## config.mk

```make
export PLATFORM = sky130hd
export DESIGN_NAME = ency_pixel_packer
export DESIGN_NICKNAME = d
export VERILOG_FILES = /design/src/rtl/ency_pixel_packer.sv
export SDC_FILE = /design/constraint.sdc
export NUM_CORES = 1
export LEC_CHECK = 0
export BUFFER_PORTS_ARGS = -buffer_cell sky130_fd_sc_hd__buf_4
export CAP_MARGIN = 10
export CORE_UTILIZATION = 60
export CTS_BUF_LIST = sky130_fd_sc_hd__clkbuf_4 sky130_fd_sc_hd__clkbuf_8 sky130_fd_sc_hd__clkbuf_16
export DETAILED_ROUTE_END_ITERATION = 6
export HOLD_SLACK_MARGIN = 0.06
export MAX_ROUTING_LAYER = met4
export PLACE_DENSITY = 0.86
export SYNTH_ARGS = -nofsm -noshare
export SYNTH_HDL_FRONTEND = slang
export SYNTH_SLANG_ARGS = --single-unit
```

## constraint.sdc

```tcl
create_clock -name clk -period 5.91 [get_ports clk]
set_input_delay 0.2955 -clock clk [delete_from_list [all_inputs] [get_ports clk]]
set_output_delay 0.2955 -clock clk [all_outputs]
set_load 0.03 [all_outputs]
```

## src/rtl/ency_pixel_packer.sv

```systemverilog
// ---------------------------------------------------------------------------
// ency_pixel_packer
//
// Packs the encrypted pixel stream coming out of ency_master (one 24-bit
// pixel per cycle, bytes R,G,B) into little-endian 32-bit words and buffers
// them in a small FIFO for the memory writer. The upstream LFSRs cannot
// stall, so this block never backpressures. When the FIFO is full and
// nothing pops, the word is dropped and a sticky overflow flag is raised.
// The final word of every image is tagged with word_last.
//
// Ports
//   clk         clock
//   rst         synchronous active-high reset
//   pix_valid   pix_data carries a valid pixel this cycle
//   pix_data    [7:0]=R, [15:8]=G, [23:16]=B
//   word_valid  FIFO head valid
//   word_ready  consumer accepts the head when word_valid && word_ready
//   word_data   packed word, first byte of the stream in [7:0]
//   word_last   head word is the final word of an image
//   img_done    1-cycle pulse when an image's final word is written
//   img_count   completed images (wraps)
//   overflow    sticky: a word was dropped because the FIFO was full
// ---------------------------------------------------------------------------
module ency_pixel_packer #(
    parameter int FIFO_DEPTH = 8,
    parameter int IMG_PIXELS = 16384
) (
    input  logic        clk,
    input  logic        rst,
    input  logic        pix_valid,
    input  logic [23:0] pix_data,
    output logic        word_valid,
    input  logic        word_ready,
    output logic [31:0] word_data,
    output logic        word_last,
    output logic        img_done,
    output logic [15:0] img_count,
    output logic        overflow
);

    localparam int AW = (FIFO_DEPTH > 1) ? $clog2(FIFO_DEPTH) : 1;
    localparam int CW = (IMG_PIXELS > 1) ? $clog2(IMG_PIXELS) : 1;
    localparam logic [CW-1:0] LAST_PIX = CW'(IMG_PIXELS - 1);
    localparam logic [AW:0]   FULL_LVL = (AW + 1)'(FIFO_DEPTH);

    // ---------------- packing state ----------------
    logic [1:0]    phase_reg, phase_next;
    logic [23:0]   res_reg, res_next;
    logic [CW-1:0] cnt_reg, cnt_next;
    logic          flush_reg, flush_next;   // residual of a finished image still to be written
    logic [15:0]   img_count_reg;
    logic          overflow_reg;

    logic          end_img;
    logic          wr_en;
    logic [31:0]   wr_data;
    logic          wr_last;

    always_comb begin
        phase_next = phase_reg;
        res_next   = res_reg;
        cnt_next   = cnt_reg;
        flush_next = 1'b0;
        wr_en      = 1'b0;
        wr_data    = '0;
        wr_last    = 1'b0;
        end_img    = pix_valid && (cnt_reg == LAST_PIX);

        // The flush cycle always sees phase 0, and a phase-0 pixel never
        // produces a word, so the two sources below never collide.
        if (flush_reg) begin
            wr_en   = 1'b1;
            wr_data = {8'h00, res_reg};   // residual is already zero above its valid bytes
            wr_last = 1'b1;
        end

        if (pix_valid) begin
            case (phase_reg)
                2'd0: begin
                    res_next = pix_data;
                end
                2'd1: begin
                    wr_en    = 1'b1;
                    wr_data  = {pix_data[7:0], res_reg};
                    res_next = {8'h00, pix_data[23:8]};
                end
                2'd2: begin
                    wr_en    = 1'b1;
                    wr_data  = {pix_data[15:0], res_reg[15:0]};
                    res_next = {16'h0000, pix_data[23:16]};
                end
                default: begin
                    wr_en    = 1'b1;
                    wr_data  = {pix_data, res_reg[7:0]};
                    wr_last  = end_img;
                    res_next = '0;
                end
            endcase

            if (end_img) begin
                phase_next = 2'd0;
                cnt_next   = '0;
                flush_next = (phase_reg != 2'd3);
            end else begin
                phase_next = phase_reg + 2'd1;
                cnt_next   = cnt_reg + CW'(1);
            end
        end
    end

    // ---------------- FIFO ----------------
    logic [32:0]   mem [FIFO_DEPTH];      // {last, data}
    logic [AW-1:0] rd_ptr_reg, wr_ptr_reg;
    logic [AW:0]   fill_reg;
    logic          fifo_empty, fifo_full, pop, push, drop;

    assign fifo_empty = (fill_reg == '0);
    assign fifo_full  = (fill_reg == FULL_LVL);
    assign pop        = !fifo_empty && word_ready;
    // A pop frees the slot in the same cycle, so a write into a full FIFO
    // is still accepted when the consumer is taking the head.
    assign push       = wr_en && (!fifo_full || pop);
    assign drop       = wr_en && fifo_full && !pop;

    always_ff @(posedge clk) begin
        if (push) begin
            mem[wr_ptr_reg] <= {wr_last, wr_data};
        end
    end

    always_ff @(posedge clk) begin
        if (rst) begin
            phase_reg     <= '0;
            res_reg       <= '0;
            cnt_reg       <= '0;
            flush_reg     <= 1'b0;
            img_count_reg <= '0;
            overflow_reg  <= 1'b0;
            rd_ptr_reg    <= '0;
            wr_ptr_reg    <= '0;
            fill_reg      <= '0;
        end else begin
            phase_reg <= phase_next;
            res_reg   <= res_next;
            cnt_reg   <= cnt_next;
            flush_reg <= flush_next;
            if (wr_en && wr_last) begin
                img_count_reg <= img_count_reg + 16'd1;
            end
            if (drop) begin
                overflow_reg <= 1'b1;
            end
            if (push) begin
                wr_ptr_reg <= wr_ptr_reg + AW'(1);
            end
            if (pop) begin
                rd_ptr_reg <= rd_ptr_reg + AW'(1);
            end
            case ({push, pop})
                2'b10:   fill_reg <= fill_reg + (AW + 1)'(1);
                2'b01:   fill_reg <= fill_reg - (AW + 1)'(1);
                default: fill_reg <= fill_reg;
            endcase
        end
    end

    // Head is forced to zero while empty so the outputs read 0 after reset
    // without having to clear the storage array.
    assign word_valid = !fifo_empty;
    assign word_data  = fifo_empty ? 32'h0 : mem[rd_ptr_reg][31:0];
    assign word_last  = fifo_empty ? 1'b0  : mem[rd_ptr_reg][32];
    assign img_done   = !rst && wr_en && wr_last;
    assign img_count  = img_count_reg;
    assign overflow   = overflow_reg;

endmodule

```

==> results.txt <==
library cell occupying the most area in the post-synthesis netlist: edfxtp_1
later-pin clock latency in the skew report: 0.51 ns
adder and majority gate portion of the synthesized area: 0.907%
worst hold slack: 0.0966 ns
initial core utilization: 61.1%
final hold violation count: 0
CTS hold repair buffers: 1
worst path cell trace: inv_1, ha_1, nand2b_1, nand2_1, nand2_1, nor3_2, buf_4
FFs w/ async S/R, synth: 0%
Syn Area/Cell: 15.1 µm²
CP endpoint kind: flop
CTS clock-pin slew for the worst setup and hold paths: 0.07 ns
RePlAce Congestion: 0.848
post-synthesis mux area share: 13.3%
Via density: 6.45
Final Core Density: 69.9%
Hold Path Class: input pin to flop
post-route clock skew: 0.0144 ns
number of gates resized after CTS: 0
post-synthesis register bit count: 335
post-layout worst setup margin: 2.25 ns
cts bufs inserted: 34
post-synthesis compound-gate area fraction: 6.62%
Final #Nets: 1027
violations in the final reports: design-rule violations
critical path data arrival time: 3.82 ns
crit path buf inv count: 2
number of top-level pins: 80
1st-iter DRT viols: 1217
ratio of cells with drive above 1 in the final layout: 23.7%
transition at the pin with the smallest max-transition slack: 1.26 ns
global-route wire length before repair: 46700 µm
worst-path fanout max: 22
number of standard-cell rows in the floorplan: 55
summed instance area of the synthesized netlist: 13800 µm²
number of failing setup endpoints in the final timing report: 0
post-synthesis sequential area ratio: 67.8%
post-placement cell area: 14700 µm²
pre-CTS setup slack: 2.20 ns
largest cells by area after synthesis: edfxtp_1 57%, mux4_2 11%, dfxtp_1 10%
portion of the clock cycle consumed by the worst path in the final layout: 62.0%
most frequent cell on the critical path: nand2_1
Synthesis Warnings: 0
routed vias: 8397
Leakage Power: 5.23 nW
Detail Route Antenna Nets: 0
final instance area: 15800 µm²
Max-Cap Viols: 0
post-detailed-route wirelength per cell: 23.5 µm
Fmax achieved: 273 MHz
antenna violations before repair: 0
count of buffers inserted at the top-level ports: 79
clock sink count: 335
final max-slew violation count: 0
Synth Flop Type: edfxtp_1
H-tree depth: 2
top cell types by occurrence after synthesis: 264 x edfxtp_1, 125 x nor2_1, 71 x dfxtp_1
vertical die dimension: 154 µm
combinational family with the most area after synthesis: multiplexers
delay-heaviest family, CP: simple AND/OR/NAND/NOR gates
Die X: 154 µm
syn_nets: 952
post-synthesis instance total: 914
die outline area: 23600 µm²
unrepaired setup endpoints after global routing: no
Crit Path Class: flop to flop
buffers inserted by post-CTS timing repair: 0
Fin Setup TNS: 0 ns
post-DP HPWL: 17500 µm
most frequently used cell type in the post-synthesis netlist: edfxtp_1
wire length reported by the detailed router: 30500 µm
area growth from synthesis to final layout: 14.4%
overall global routing resource usage: 27.2%
vias in the first global route: 8422
remaining global-route overflow: 0
outcome: complete, but fails checks
Req. time, crit path: 6.07 ns
flip-flop count of the largest register after layout: 264
worst supply voltage drop on vdd: 214 µV
cell at the root of the clock tree: clkbuf_16
worst slew slack as a fraction of its limit: 14.8%
library cells used by synthesis: 50
startpoint kind of the worst setup timing path: flop
simple-gate portion of the synthesized area: 8.23%
fraction of post-synthesis cell area in the top cell type by area: 57.5%
TritonCTS clock tree: built
Slowest Stage Delay on Critical Path: 0.91 ns
slowest stage cell, crit path: nor3_2
Min Clock Period, post-route: 3.66 ns
DRC violations left: 80
Std-Cell Core Area: 22600 µm²
number of flops mapped to enable cells by yosys: 264
maximum number of pins on one net before global-route repair: 67
buffer levels on the longest clock path: 3
TritonRoute pass-1 iters: 7
Synth Area in XOR/XNOR: 1.33%
Power per Cell Area: 372 nW/µm²
tightest hold or removal path: cells and delay by family:
kind / cells / cell delay, ns
AOI/OAI and AO/OA: 1 / 0.06
buffers and inverters: 1 / 0.12
and+or+nand+nor: 1 / 0.08
power by group:
group          total, mW  leakage (nW)  internal, mW  switching, mW
combinational       1.14          1.72         0.486          0.655
clock               2.04         0.543          1.19          0.849
sequential          2.69          2.97          2.58          0.107
logic make-up (layout without fill, tap and decap cells):
group	count (synthesis)	count (layout)
DFF	335	335
and+or+nand+nor	243	243
AOI/OAI and AO/OA	140	140
muxes	101	101
buffers and inverters	64	164
xor gates and xnor gates	21	21
adders and majority gates	10	10
other	0	2
stage by stage:
| stage | power (mW) | instances |
|---|---|---|
| 2_1_floorplan | 3.52 | 914 |
| 3_3_place_gp | 3.85 | 1236 |
| 3_5_place_dp | 3.87 | 1236 |
| 4_1_cts | 5.90 | 1298 |
| 5_1_grt | 6.06 | 1299 |
| 6_report | 5.86 | 1301 |
area by class of cell:
class,instances,area [µm²]
fill,1393,6790
sequential,335,9360
inverter,11,41.3
tap,285,357
clock inverter,13,76.3
antenna,2,5.00
clock buffer,48,997
multi-input combinational,515,4250
timing repair buffer,92,697
final timing paths:
path / to / depth (start not counted) / start / slack [ns]
setup reg to reg: mem[1][1] / 7 / phase_reg[0] / 2.25
hold / removal: res_reg[19] / 3 / pix_data[19] / 0.1
setup / recovery: mem[1][1] / 7 / phase_reg[0] / 2.25
hold reg to reg: flop / 2 / rd_ptr_reg[1] / 0.47
layout by cell type, fill, tap and decap left out, types with 3 or more instances in the layout:
master / netlist / layout
a21oi_1: 43 / 43
a222oi_1: 8 / 8
a22o_1: 8 / 8
a22oi_1: 31 / 31
and2_1: 3 / 3
buf_4: 1 / 90
clkbuf_16: 0 / 36
clkbuf_4: 0 / 11
clkinv_2: 0 / 8
dfxtp_1: 71 / 68
edfxtp_1: 264 / 264
ha_1: 10 / 10
inv_1: 9 / 9
mux2i_1: 35 / 35
mux4_2: 66 / 66
nand2_1: 35 / 35
nand2b_1: 4 / 4
nand3_1: 18 / 18
nand4_1: 7 / 7
nor2_1: 125 / 122
nor2_4: 1 / 4
nor2b_1: 18 / 18
nor3_1: 10 / 6
nor3_2: 0 / 4
o21ai_0: 28 / 28
o21ai_1: 3 / 3
o31ai_1: 5 / 5
or3_1: 9 / 9
or4_1: 3 / 3
xnor2_1: 4 / 4
xor2_1: 17 / 17
routing by layer:
metal,global-route usage (%),share of wire [%]
met5,-,0
met4,11.3,3.8
met3,5.61,9.7
met2,43.5,49
met1,34.1,37
Power figures use the tool's default switching activity.
